===== config.mk =====
export PLATFORM = sky130hd
export DESIGN_NAME = fetch_rx_s_flat
export DESIGN_NICKNAME = d
export VERILOG_FILES = /design/src/rtl/fetch_rx_pkg.sv /design/src/rtl/fetch_rx_if.sv /design/src/rtl/fetch_fifo_s.sv /design/src/rtl/fetch_rx_s.sv /design/src/flat_wrapper.sv
export SDC_FILE = /design/constraint.sdc
export NUM_CORES = 1
export LEC_CHECK = 0
export BUFFER_PORTS_ARGS = -buffer_cell sky130_fd_sc_hd__buf_2
export CAP_MARGIN = 5
export CORE_ASPECT_RATIO = 1.5
export CORE_UTILIZATION = 40
export DETAILED_ROUTE_END_ITERATION = 7
export PLACE_DENSITY_LB_ADDON = 0.08
export SLEW_MARGIN = 20
export SYNTH_ARGS = -nofsm -noshare
export SYNTH_HDL_FRONTEND = slang
export SYNTH_SLANG_ARGS = --single-unit

===== constraint.sdc =====
create_clock -name clk -period 3.6 [get_ports clk]
set_clock_uncertainty 0.15 [all_clocks]
set_input_delay 0.36 -clock clk [delete_from_list [all_inputs] [get_ports clk]]
set_output_delay 0.36 -clock clk [all_outputs]
set_load 0.005 [all_outputs]

===== src/rtl/fetch_rx_pkg.sv =====
// Shared types and constants for the instruction-fetch receive path.
package fetch_rx_pkg;

  typedef struct packed {
    logic [31:0] pc;
    logic [31:0] instr;
  } fetch_beat_t;

  localparam logic [31:0] RESET_PC = 32'h0;
  localparam logic [31:0] PC_STEP  = 32'd4;

endpackage


===== src/rtl/fetch_rx_if.sv =====
// IF-stage link: registered fetch stream forward, stall and redirect back.
interface fetch_rx_if;

  logic        is_valid;
  logic [31:0] pc;
  logic [31:0] instr;
  logic        is_stall;
  logic        is_flush;
  logic [31:0] branch_target;

  modport master (output is_valid, pc, instr, input is_stall, is_flush, branch_target);
  modport slave  (input is_valid, pc, instr, output is_stall, is_flush, branch_target);

endinterface


===== src/rtl/fetch_fifo_s.sv =====
// First-word-fall-through queue of fetch beats; clear empties it in one edge.
module fetch_fifo_s
  import fetch_rx_pkg::*;
#(
  parameter int DEPTH = 4,
  localparam int AW = $clog2(DEPTH),
  localparam int CW = AW + 1
) (
  input  logic        clk,
  input  logic        reset,
  input  logic        push,
  input  logic        pop,
  input  logic        clear,
  input  fetch_beat_t din,
  output fetch_beat_t dout,
  output logic        empty,
  output logic [CW-1:0] count
);

  fetch_beat_t     mem [DEPTH];
  logic [AW-1:0]   wr_ptr;
  logic [AW-1:0]   rd_ptr;
  logic            full;

  assign empty = (count == '0);
  assign full  = (count == CW'(DEPTH));
  assign dout  = empty ? '0 : mem[rd_ptr];

  always_ff @(posedge clk) begin
    if (!reset || clear) begin
      wr_ptr <= '0;
      rd_ptr <= '0;
      count  <= '0;
    end else begin
      if (push) wr_ptr <= wr_ptr + 1'b1;
      if (pop)  rd_ptr <= rd_ptr + 1'b1;
      count <= count + CW'(push) - CW'(pop);
    end
  end

  // Storage carries no reset; empty masks stale entries at the output.
  always_ff @(posedge clk) begin
    if (reset && !clear && push) mem[wr_ptr] <= din;
  end

  overflow_a: assert property (@(posedge clk) disable iff (!reset) !(push && full && !clear));

endmodule


===== src/rtl/fetch_rx_s.sv =====
// Fetch receive stage: beat queue, IF backpressure and EX redirect/drop control.
// Optional PC-continuity filter enabled by defining FETCH_RX_PC_CHECK_EN.
module fetch_rx_s
  import fetch_rx_pkg::*;
#(
  parameter int DEPTH       = 4,
  parameter int DROP_CYCLES = 2
) (
  input  logic        clk,
  input  logic        reset,
  fetch_rx_if.slave   fi,
  input  logic        redirect_req,
  input  logic [31:0] redirect_pc,
  output logic        out_valid,
  input  logic        out_ready,
  output logic [31:0] out_pc,
  output logic [31:0] out_instr,
  output logic [7:0]  pc_err_cnt
);

  localparam int CW = $clog2(DEPTH) + 1;
  localparam int DW = (DROP_CYCLES < 1) ? 1 : $clog2(DROP_CYCLES + 1);

  logic          stall_d1;
  logic [DW-1:0] drop_cnt;
  logic [CW-1:0] count;
  logic [CW-1:0] count_next;
  logic          new_beat;
  logic          accept_raw;
  logic          accept;
  logic          pop;
  logic          empty;
  fetch_beat_t   head;
  fetch_beat_t   din;

  // A beat is new only if IF was not held at the edge that produced it.
  assign new_beat   = fi.is_valid && !stall_d1;
  assign accept_raw = new_beat && (drop_cnt == '0) && !redirect_req;
  assign pop        = out_valid && out_ready && !redirect_req;
  assign din        = '{pc: fi.pc, instr: fi.instr};

`ifdef FETCH_RX_PC_CHECK_EN
  logic [31:0] expected_pc;
  logic        seeded;
  logic        pc_ok;

  assign pc_ok  = !seeded || (fi.pc == expected_pc);
  assign accept = accept_raw && pc_ok;

  always_ff @(posedge clk) begin
    if (!reset) begin
      expected_pc <= RESET_PC;
      seeded      <= 1'b0;
      pc_err_cnt  <= '0;
    end else begin
      if (redirect_req) begin
        expected_pc <= redirect_pc;
        seeded      <= 1'b1;
      end else if (accept) begin
        expected_pc <= fi.pc + PC_STEP;
        seeded      <= 1'b1;
      end
      if (accept_raw && !pc_ok && pc_err_cnt != 8'hFF) pc_err_cnt <= pc_err_cnt + 8'd1;
    end
  end
`else
  assign accept     = accept_raw;
  assign pc_err_cnt = '0;
`endif

  always_comb begin
    count_next = count;
    if (redirect_req) count_next = '0;
    else              count_next = count + CW'(accept) - CW'(pop);
  end

  // Stall one entry early: IF has one more beat in flight when it sees is_stall.
  always_ff @(posedge clk) begin
    if (!reset) begin
      fi.is_stall      <= 1'b0;
      fi.is_flush      <= 1'b0;
      fi.branch_target <= RESET_PC;
      drop_cnt         <= '0;
      stall_d1         <= 1'b0;
    end else begin
      stall_d1    <= fi.is_stall;
      fi.is_flush <= redirect_req;
      fi.is_stall <= !redirect_req && (count_next >= CW'(DEPTH - 1));
      if (redirect_req) begin
        fi.branch_target <= redirect_pc;
        drop_cnt         <= DW'(DROP_CYCLES);
      end else if (new_beat && drop_cnt != '0) begin
        drop_cnt <= drop_cnt - 1'b1;
      end
    end
  end

  fetch_fifo_s #(.DEPTH(DEPTH)) u_fifo (
    .clk   (clk),
    .reset (reset),
    .push  (accept),
    .pop   (pop),
    .clear (redirect_req),
    .din   (din),
    .dout  (head),
    .empty (empty),
    .count (count)
  );

  assign out_valid = !empty;
  assign out_pc    = head.pc;
  assign out_instr = head.instr;

endmodule


===== src/flat_wrapper.sv =====
// flat-port wrapper written by rule: the top's interface ports become plain ports
module fetch_rx_s_flat import fetch_rx_pkg::*;
#(
  parameter int DEPTH       = 4,
  parameter int DROP_CYCLES = 2
)
  (clk, reset, redirect_req, redirect_pc, out_valid, out_ready, out_pc, out_instr, pc_err_cnt, fi_is_valid, fi_pc, fi_instr, fi_is_stall, fi_is_flush, fi_branch_target);
  fetch_rx_if fi_i ();
  input  logic clk;
  input  logic reset;
  input  logic redirect_req;
  input  logic [31:0] redirect_pc;
  output logic out_valid;
  input  logic out_ready;
  output logic [31:0] out_pc;
  output logic [31:0] out_instr;
  output logic [7:0] pc_err_cnt;
  input wire logic [$bits(fi_i.is_valid)-1:0] fi_is_valid;
  input wire logic [$bits(fi_i.pc)-1:0] fi_pc;
  input wire logic [$bits(fi_i.instr)-1:0] fi_instr;
  output wire logic [$bits(fi_i.is_stall)-1:0] fi_is_stall;
  output wire logic [$bits(fi_i.is_flush)-1:0] fi_is_flush;
  output wire logic [$bits(fi_i.branch_target)-1:0] fi_branch_target;
  assign fi_i.is_valid = fi_is_valid;
  assign fi_i.pc = fi_pc;
  assign fi_i.instr = fi_instr;
  assign fi_is_stall = fi_i.is_stall;
  assign fi_is_flush = fi_i.is_flush;
  assign fi_branch_target = fi_i.branch_target;
  fetch_rx_s #(.DEPTH(DEPTH), .DROP_CYCLES(DROP_CYCLES)) u_core (.clk(clk), .reset(reset), .fi(fi_i), .redirect_req(redirect_req), .redirect_pc(redirect_pc), .out_valid(out_valid), .out_ready(out_ready), .out_pc(out_pc), .out_instr(out_instr), .pc_err_cnt(pc_err_cnt));
endmodule

=== After elaboration in Yosys (flattened, before gate mapping) ===
Memory sizes are Yosys's and may differ from the RTL's. A register that Yosys moved wholly into a read port is not among the register bits.
Cells that the tools add are included.

* Flip-flop bits (word level): 44
* Bits in latches: 0
* Bits in writable memories: 256
* Bits in read-only memories: 0
* Input port bits: 101
* Logic and storage cells: 44
* Memories kept: 1

{| class="wikitable"
|+ Memories
! name !! depth !! bits a word !! rd ports !! clocked after memory_dff !! wr ports !! line !! source
|-
| u_core.u_fifo.mem || 4 || 64 || 1 || 1 || 1 || fetch_fifo_s.sv:20 || <nowiki>fetch_beat_t mem [DEPTH];</nowiki>
|}

* Add/subtract/negate cells: 5
* Multiply operators: 0
* Divide/modulo/power cells: 0
* Magnitude comparators: 1
* Equality and inequality tests: 0
* Shift operators: 0
* Muxes and demuxes: 8
* Bitwise logic cells: 1
* Reductions and logical operators: 19

{| class="wikitable"
|+ Operators with widths
! cell !! number
|-
| $mux 64 || 1
|-
| $logic_and 1x1->1 || 9
|-
| $mux 2 || 4
|-
| $add 2x1->2 const B || 2
|-
| $logic_not 1->1 || 4
|-
| $reduce_bool 2->1 || 2
|-
| $add 3x1->3 || 1
|-
| $ge 3x2->1 const B || 1
|-
| $logic_not 3->1 || 1
|-
| $mux 3 || 1
|-
| $sub 3x1->3 || 1
|-
| $logic_not 2->1 || 1
|-
| $mux 1 || 2
|-
| $reduce_or 2->1 || 1
|-
| $sub 2x1->2 const B || 1
|-
| $logic_or 1x1->1 || 1
|-
| $not 1->1 || 1
|}

=== Logic depth before layout (Yosys ltp) ===
Gate-level depths: netlist of run 1.

* Depth in word-level cells: 9
* Mapped depth: 12
* Mapped depth without buffers: 12

=== Cells and area by module ===
Synthesis of run 1 repeated with hierarchy kept, for this count alone.

* Cells, all modules: 591
* Area total of the unflattened synthesis: 11791.3 µm²

{| class="wikitable"
|+ By module, submodules not included
! module !! times used !! cells an instance !! area each (µm²)
|-
| fetch_fifo_s || 1 || 449 || 10187.3
|-
| fetch_rx_s || 1 || 142 || 1604.0
|}

=== Worst setup path after synthesis of run 1 ===
OpenSTA, ideal clock, no wires.

* Kind: input to register
* Start point: input port redirect_req
* End point: memory u_core.u_fifo.mem[0][0] (netlist bit), enable pin
* Arrival: 2372 ps
* Path slack: 649 ps
* Stages: 4
* Cell sequence: buf_2 nand2b_1 nor2_1 and2_1

* Word-level cells in the longest chain between the ends: 5

{| class="wikitable"
|+ Ends and longest elaborated chain
! item !! line !! source
|-
| from (decl) || flat_wrapper.sv:11 || <nowiki>input logic redirect_req;</nowiki>
|-
| $logic_not 1->1 * || fetch_fifo_s.sv:43, fetch_rx_s.sv:38 ||
|-
| $logic_and 1x1->1, on equally long branches || fetch_fifo_s.sv:43, fetch_rx_s.sv:38 ||
|-
| $logic_and 1x1->1 * || fetch_fifo_s.sv:43 || <nowiki>if (reset && !clear && push) mem[wr_ptr] <= din;</nowiki>
|-
| $mux 1 * || fetch_fifo_s.sv:43 ||
|-
| $mux 1 (implied by the code) * || fetch_fifo_s.sv:43 ||
|-
| to (decl) || fetch_fifo_s.sv:20 ||
|}

Mark *: on every way between the ends. The rest lies on a longest branch, timed or not.

==> impl_metrics.yaml, run 1 <==
synthesis:
  synth-seq-area-share_pct: 74.0
  ys_warn_count: 0
  syn_area_um2: 11600
  yosys.area_share.simple_pct: 6.19
  synth_top_family_by_area: "multiplexers"
  synth_top_area_cell: "edfxtp_1"
  synth-main-ff-cell: "edfxtp_1"
  synth-edff-count: 256
  synth_fa_ha_area_share_pct: 0.925
  synth_cell_types: 29
  synth_xor_area_share_pct: 0.452
  synthCells: 582
  netlist_top_cells_count: "edfxtp_1 (256), and2_1 (70), mux4_2 (60)"
  synth.most_common_cell: "edfxtp_1"
  yosysTopAreaCellShare_pct: 66.1
  syn_avg_cell_area_um2: 20.0
  synth-seq-cells: 302
  synthArstFlopShare_pct: 0
  synth_mux_area_share_pct: 15.4
  synth-compound-area-share_pct: 0.247
  synth_top_cells_by_area: "edfxtp_1 (66%), mux4_2 (12%), dfxtp_1 (7.9%)"
routing:
  viasPerCell: 4.72
  drt-pass1-iter-count: 4
  wl_per_cell_um: 18.0
  drt_iter0_markers: 340
  drc: 0
  drt-total-wl_mm: 23.4
  postRouteAntennaNets: 0
  dr_total_vias: 6150
floorplanning:
  coreArea_um2: 28600
  die_area_um2: 29800
  start_util_pct: 40.6
  rows: 76
  die_x_um: 141
  die_y_um: 211
  pin_count: 208
clocking:
  cts_setup_buffers: 0
  cts_sinks: 302
  cts_tree: "yes"
  clk_pin_slew_ns: 0.06
  htreeDepth: 1
  clock_latency_ns: 0.55
  cts_buffers: 30
  cts-root-buf: "clkbuf_16"
  clk_path_buf_depth: 3
  ctsResizeCount: 0
  hold_buffers: 96
setup_path:
  slowest_delay_ns: 0.65
  crit_family: "flip-flops"
  cp_cell_sequence: "buf_4, mux4_2, and2_1, buf_2"
  crit_buf_inv: 2
  crit_required_ns: 3.09
  cpMaxStageDelayCell: "dfxtp_4"
  crit_type: "register to output port"
  ff2ff_path_depth: 12
  startpoint_type: "register"
  r2r_end: "u_core.fi.is_stall"
  reg2reg_from: "u_core.drop_cnt[0]"
  worstSetupEndpointType: "output port"
  cp.arrival_ns: 2.42
  crit_fanout: 23
  timing.reg2reg.setup_slack_ns: 0.86
power:
  vdd_ir_drop_max_v: 0.000440
  power.leakage_nw: 5.52
  power_density_nw_per_um2: 485
  p_total_mw: 7.24
timing:
  max_slew_margin_pct: 57.4
  clock.fmax_ghz: 0.341
  fin_crit_sh_pct: 81.5
  rsz0062_at_grt: "false"
  hold_viol_final: 0
  timing_worst_slew_pin_value_ns: 0.639
  tns_ns: 0
  post-route-min-period_ns: 2.93
  final_max_slew_viol_count: 0
  setup_viol: 0
place:
  place_inst: 1153
  finalWeightedCongestion: 0.740
  port_buffers: 199
  hpwl_mm: 14.2
grt:
  grt_usage_pct: 16.0
  grt-ovfl-total: 0
  grt_antenna_before_repair: 1
  grt_first_pass_wirelength_mm: 36.6
  grt_max_degree: 66
  first_global_vias: 6906
flow_run:
  drv_cap: 0
hold_path:
  min_path_cells: 4
  hp-class: "input port to register"
  worstHoldStart: "out_ready"
final_layout:
  finalNonFillerCells: 1302
  finalNetCount: 1000
  drive_above_1_share_pct: 35.2
  syn_to_final_growth_pct: 28.5
run_status:
  status: "completed"
## sequential cells by signal, indices dropped and copies added (netlist names), named ones only
| name | cells |
|---|---|
| u_core.u_fifo.mem | 256 |
| u_core.fi.branch_target | 32 |
| u_core.u_fifo.count | 3 |
| u_core.drop_cnt | 2 |
| u_core.u_fifo.rd_ptr | 2 |
| u_core.u_fifo.wr_ptr | 2 |
| u_core.fi.is_flush | 1 |
| u_core.fi.is_stall | 1 |
| u_core.stall_d1 | 1 |
## how the worst max path moves through the flow
stage	slack (ns)	endpoint	cells after the start	from
global route	0.48	out_pc[30]	4	register
floorplan	0.65	u_core.u_fifo.mem[0][0]	4	redirect_req
finish	0.67	out_pc[30]	4	register
global placement	0.84	u_core.u_fifo.mem[0][26]	5	reset
CTS	0.54	out_pc[30]	4	register
detailed placement	0.76	u_core.u_fifo.mem[0][5]	5	reset
## layout by cell type, fill, tap and decap left out, types with 2 or more instances in the layout
master         netlist  layout
nor2_1              11      11
mux4_2              60      60
and2_4               0       4
clkbuf_8             0       4
dfxtp_4              0       2
edfxtp_1           256     256
buf_2               10     199
nor2b_1             32      32
clkbuf_16            0      32
conb_1               1       8
clkinv_1             0       5
dfxtp_1             46      44
xnor2_1              3       3
clkinv_2             0       4
and2_1              70      66
nand2b_1             2       2
buf_12               6       5
inv_1                7       7
buf_4                8       7
mux4_1               4       4
mux2i_1             34      34
clkbuf_1            11       5
ha_1                 7       7
xor2_1               3       3
dlygate4sd3_1        0      96
## power breakdown
| group | switching (mW) | internal [mW] | total, mW |
|---|---|---|---|
| registers | 0.0211 | 3.84 | 3.86 |
| logic | 0.170 | 0.215 | 0.385 |
| clock network | 1.24 | 1.76 | 3.00 |
## metal layers
metal	track usage (%)	vias to the layer above	wire length, µm
li1	-	2848	-
met1	19.0	3099	9490
met2	29.1	178	12200
met3	3.24	25	1290
met4	4.87	0	405
met5	0	-	0
## tightest hold or removal path: stages
cell,delay (ns)
buf_2,0.12
o31ai_1,0.10
xor2_1,0.09
nor2_1,0.09
## cell type report
type | instances | area, µm²
tap | 390 | 488
clock buffer | 41 | 875
inverter | 7 | 26.3
fill | 2320 | 13700
multi-input combinational | 243 | 2750
sequential | 302 | 8620
timing repair buffer | 307 | 2110
antenna | 1 | 2.50
clock inverter | 11 | 80.1
## metrics by stage
stage | hold WS [ns] | cell area, µm² | worst slack [ns] | util, %
3_5_place_dp | 0.325 | 13000 | 0.759 | 45.5
5_1_grt | 0.107 | 14900 | 0.485 | 52.2
3_3_place_gp | 0.328 | 13000 | 0.837 | 45.5
6_report | 0.0945 | 14900 | 0.665 | 52.2
4_1_cts | 0.0583 | 14900 | 0.545 | 52.2
2_1_floorplan | 0.309 | 11700 | 0.649 | -
## cells by family after synthesis
family / Yosys count
and+or+nand+nor: 119
muxes: 98
AOI/OAI and AO/OA: 4
xor gates and xnor gates: 6
adders and majority gates: 8
DFF: 302
other: 1
buffers and inverters: 44
No activity file was read; power rests on OpenSTA's default activity.
==> inputs of run 2 (changes only) <==
clock period = 2.59 ns   (was 3.6 ns; I/O delays follow)
==> impl_metrics.yaml, run 2 (synthesis results as in run 1) <==
place:
  detailed_place.area_um2: 13200
  hpwl_mm: 14.9
  finalWeightedCongestion: 0.683
  port_buffers: 199
clocking:
  clk_path_buf_depth: 3
  clock_latency_ns: 0.54
  cts_buffers: 28
  cts_tree: "yes"
  htreeDepth: 1
  clk_pin_slew_ns: 0.06
  cts-root-buf: "clkbuf_16"
  cts_sinks: 302
floorplanning:
  start_util_pct: 40.6
  die_x_um: 141
  die_y_um: 211
  die_area_um2: 29800
  pin_count: 208
  coreArea_um2: 28600
  rows: 76
routing:
  met1_length_mm: 9.55
  dr_wl_met3_mm: 1.17
  postRouteAntennaNets: 0
  dr_total_vias: 6248
  viasPerCell: 4.73
  drc: 0
  drt-pass1-iter-count: 5
  drt_iter0_markers: 340
  wl_met2_mm: 12.8
  wl_per_cell_um: 18.0
  drt-total-wl_mm: 23.8
  highest_layer: "met4"
final_layout:
  top_register: "u_core.u_fifo.mem"
  mostFrequentLayoutCells: "edfxtp_1 (256), buf_2 (199), dlygate4sd3_1 (97)"
  seq_area_um2: 8620
  fillCellCount: 2341
  finalNetCount: 1017
  drive_above_1_share_pct: 37.7
  reg_top3: "u_core.u_fifo.mem x256, u_core.fi.branch_target x32, u_core.u_fifo.count x3"
  largest_reg_flops: 256
  finalInstanceArea_um2: 15200
  multi_input_area_um2: 2800
  layout_commonest_cell: "edfxtp_1"
  syn_to_final_growth_pct: 30.9
grt:
  grt_antenna_before_repair: 2
  grt-ovfl-total: 0
  first_global_vias: 6844
  grt_max_degree: 38
  grt_usage_pct: 16.4
  grt_first_pass_wirelength_mm: 37.1
timing:
  post-route-min-period_ns: 2.49
  final_max_slew_viol_count: 0
  rsz0062_at_grt: "false"
  max_slew_margin_pct: 63.0
  timing_worst_slew_pin_value_ns: 0.548
  hold_viol_final: 0
  setup_viol: 0
  tns_ns: 0
  fin_crit_sh_pct: 96.0
  clock.fmax_ghz: 0.402
setup_path:
  startpoint_type: "register"
  crit_type: "register to output port"
  startpoint: "u_core.u_fifo.count[1]"
  reg2reg_from: "u_core.drop_cnt[1]"
  cp.arrival_ns: 2.08
  crit_required_ns: 2.18
  crit_fanout: 37
  worstSetupEndpointType: "output port"
power:
  power_density_nw_per_um2: 654
  power.leakage_nw: 5.62
  vdd_ir_drop_max_v: 0.000461
flow_run:
  drv_cap: 0
hold_path:
  worstHoldStart: "fi_is_valid"
  hp-class: "input port to register"
run_status:
  status: "completed"
[run 2: path summary, 6_finish.rpt]
| check | slack, ns | cells past startpoint | end |
|---|---|---|---|
| hold / removal | 0.04 | 4 | u_core.drop_cnt[0] |
| hold reg to reg | 0.36 | 1 | u_core.stall_d1 |
| setup reg to reg | 0.11 | 12 | u_core.fi.is_stall |
| setup / recovery | 0.10 | 4 | out_instr[15] |
[run 2: layout make-up]
cell class	instances	area share, %
well taps	390	3.20
diodes	2	0.0329
inverters	7	0.173
clock inverters	13	0.608
repair buffers	326	15.6
multi-input cells	243	18.4
clock buffers	39	5.41
flip-flops and latches	302	56.6
[run 2: power breakdown]
group | total (mW) | internal, mW | leakage (nW) | switching [mW]
clock network | 4.03 | 2.32 | 0.453 | 1.71
registers | 5.36 | 5.33 | 2.69 | 0.0279
logic | 0.564 | 0.321 | 2.48 | 0.243
[run 2: what timing repair did]
item	in CTS	in global routing
endpoints found under the setup margin	63	5
resized for setup	1	15
hold buffers	97	0
gates cloned	0	0
buffers inserted	2	3
hold endpoints to repair	289	0
pin swaps	0	5
[run 2: metal layers]
metal	up-vias	GRT usage (%)
met5	-	0
met4	0	4.57
met3	22	3.06
met2	182	30.3
met1	3145	19.4
li1	2899	-
[run 2: critical path: stages, from the launching register on]
cell and delay [ns]:
dfxtp_1 0.39, or3_4 0.59, buf_12 0.24, and2_1 0.17, buf_2 0.13
[run 2: stage by stage]
stage / power [mW] / setup slack [ns] / util [%] / hold slack (ns) / std cells
6_report: 9.96 / 0.105 / 53.2 / 0.0389 / 1322
4_1_cts: 10.1 / 0.00136 / 52.9 / 0.0121 / 1317
5_1_grt: 10.3 / 0.00641 / 53.2 / 0.0536 / 1321
3_3_place_gp: 5.89 / 0.102 / 46.2 / 0.316 / 1166
2_1_floorplan: 5.67 / 0.0953 / - / 0.208 / 589
3_5_place_dp: 5.91 / 0.0148 / 46.2 / 0.327 / 1166
==> inputs of run 3 (changes only) <==
BUFFER_PORTS_ARGS = not set   (was -buffer_cell sky130_fd_sc_hd__buf_2)
DONT_BUFFER_PORTS = 1   (was not set)
==> impl_metrics.yaml, run 3 (synthesis results as in run 1) <==
run_status:
  status: "completed"
grt:
  first_global_vias: 6327
  grt_antenna_before_repair: 3
  grt-ovfl-total: 0
  grt_max_degree: 66
  grt_usage_pct: 16.0
  grt_first_pass_wirelength_mm: 35.8
final_layout:
  mostFrequentLayoutCells: "edfxtp_1 (256), dlygate4sd3_1 (116), and2_1 (66)"
  drive_above_1_share_pct: 20.8
  finalNetCount: 836
  fin_util_pct: 50.4
  finalNonFillerCells: 1142
  largest_reg_flops: 256
  layout_commonest_cell: "edfxtp_1"
  syn_to_final_growth_pct: 24.0
  finalInstanceArea_um2: 14400
  top_register: "u_core.u_fifo.mem"
  reg_top3: "u_core.u_fifo.mem x256, u_core.fi.branch_target x32, u_core.u_fifo.count x3"
place:
  detailed_place.area_um2: 12200
  finalWeightedCongestion: 0.725
  hpwl_mm: 14.1
  place_inst: 967
  port_buffers: 0
timing:
  hold_viol_final: 0
  post-route-min-period_ns: 2.50
  rsz0062_at_grt: "true"
  max_slew_margin_pct: 35.1
  clock.fmax_ghz: 0.401
  setup_viol: 0
  fin_crit_sh_pct: 96.4
  final_max_slew_viol_count: 0
  timing_worst_slew_pin_value_ns: 0.974
setup_path:
  crit_fanout: 2
  startpoint_type: "register"
  crit_type: "register to register"
  crit_required_ns: 2.87
  cpMaxStageDelayCell: "fa_2"
  cp.arrival_ns: 2.78
  slowest_delay_ns: 0.40
  ff2ff_path_depth: 12
  worstSetupEndpointType: "register"
  critPathMostFrequentCell: "inv_2"
  cp_cell_sequence: "inv_2, ha_2, nand3b_1, or2_4, ha_4, inv_1, ha_1, inv_2, fa_2, xor2_2, xnor2_2, a21oi_1"
routing:
  viasPerCell: 4.91
  drt_iter0_markers: 274
  dr_total_vias: 5610
  postRouteAntennaNets: 0
  drc: 0
  drt-total-wl_mm: 23.1
  wl_per_cell_um: 20.2
  drt-pass1-iter-count: 4
floorplanning:
  coreArea_um2: 28600
  pin_count: 208
  die_y_um: 211
  die_x_um: 141
  start_util_pct: 40.6
  die_area_um2: 29800
  rows: 76
clocking:
  clock_latency_ns: 0.55
  cts_sinks: 302
  cts-root-buf: "clkbuf_16"
  cts_buffers: 30
  cts_setup_buffers: 0
  clk_pin_slew_ns: 0.06
  clk_path_buf_depth: 3
  cts_tree: "yes"
  htreeDepth: 1
power:
  seqPwrFrac_pct: 53.5
  power.leakage_nw: 4.81
  power_density_nw_per_um2: 696
  pwr-share-clk_pct: 42.0
  combinationalPowerShare_pct: 4.5
  power_switching_mw: 1.98
  p_int_mw: 8.07
  swShare_pct: 19.7
  p_total_mw: 10.0
  vdd_ir_drop_max_v: 0.000439
flow_run:
  drv_cap: 0
hold_path:
  min_path_cells: 4
  hp-class: "input port to register"
[run 3: worst max-delay path, delay by kind of cell, from the launching register on]
family / cells / cell delay [ns]
fa+ha+maj: 4 / 0.93
simple gates: 2 / 0.37
xor+xnor: 2 / 0.37
flops: 1 / 0.32
buf+inv: 3 / 0.15
compound gates: 1 / 0.10
[run 3: routing by layer]
| layer | part of all wire, % | global-route usage, % | up-vias |
|---|---|---|---|
| met4 | 1.8 | 4.99 | 2 |
| met1 | 40 | 18.7 | 2859 |
| met3 | 5.6 | 3.74 | 36 |
| met5 | 0.056 | 0 | - |
| met2 | 53 | 28.8 | 187 |
| li1 | - | - | 2526 |
[run 3: power groups by stage]
stage	combinational [mW]	clock (mW)	sequential (mW)
after floorplan	0.207	0	5.47
after global placement	0.232	0	5.47
after detailed placement	0.241	0	5.48
after CTS	0.454	4.36	5.37
after global routing	0.497	4.56	5.38
final	0.453	4.22	5.37
[run 3: final timing paths]
check	end	slack, ns	start
max reg2reg	u_core.fi.is_stall	0.09	u_core.drop_cnt[1]
max	u_core.fi.is_stall	0.09	u_core.drop_cnt[1]
min reg2reg	u_core.drop_cnt[0]	0.37	u_core.drop_cnt[0]
min	u_core.u_fifo.count[1]	0.08	redirect_req
[run 3: repair_timing]
action / CTS / global route
gates resized for setup: 2 / 10
endpoints found under the setup margin: 2 / 167
hold buffers: 118 / 0
hold endpoints to repair: 302 / 0
pin swaps: 1 / 6
[run 3: area by class of cell]
class | count | area, µm²
Fill cell | 2360 | 14200
Sequential cell | 302 | 8620
Multi-Input combinational cell | 243 | 2790
Timing Repair Buffer | 143 | 1510
Clock buffer | 45 | 931
Tap cell | 390 | 488
Clock inverter | 11 | 61.3
Inverter | 7 | 26.3
Antenna cell | 1 | 2.50
[run 3: per-stage QoR]
step	setup WS (ns)	hold WS [ns]	setup TNS (ns)
floorplan	0.0953	0.208	0
global placement	0.106	0.208	0
detailed placement	-0.00778	0.208	-0.00778
CTS	0.0205	0.0987	0
global route	-0.00999	0.0823	-0.00999
finish	0.0937	0.0771	0
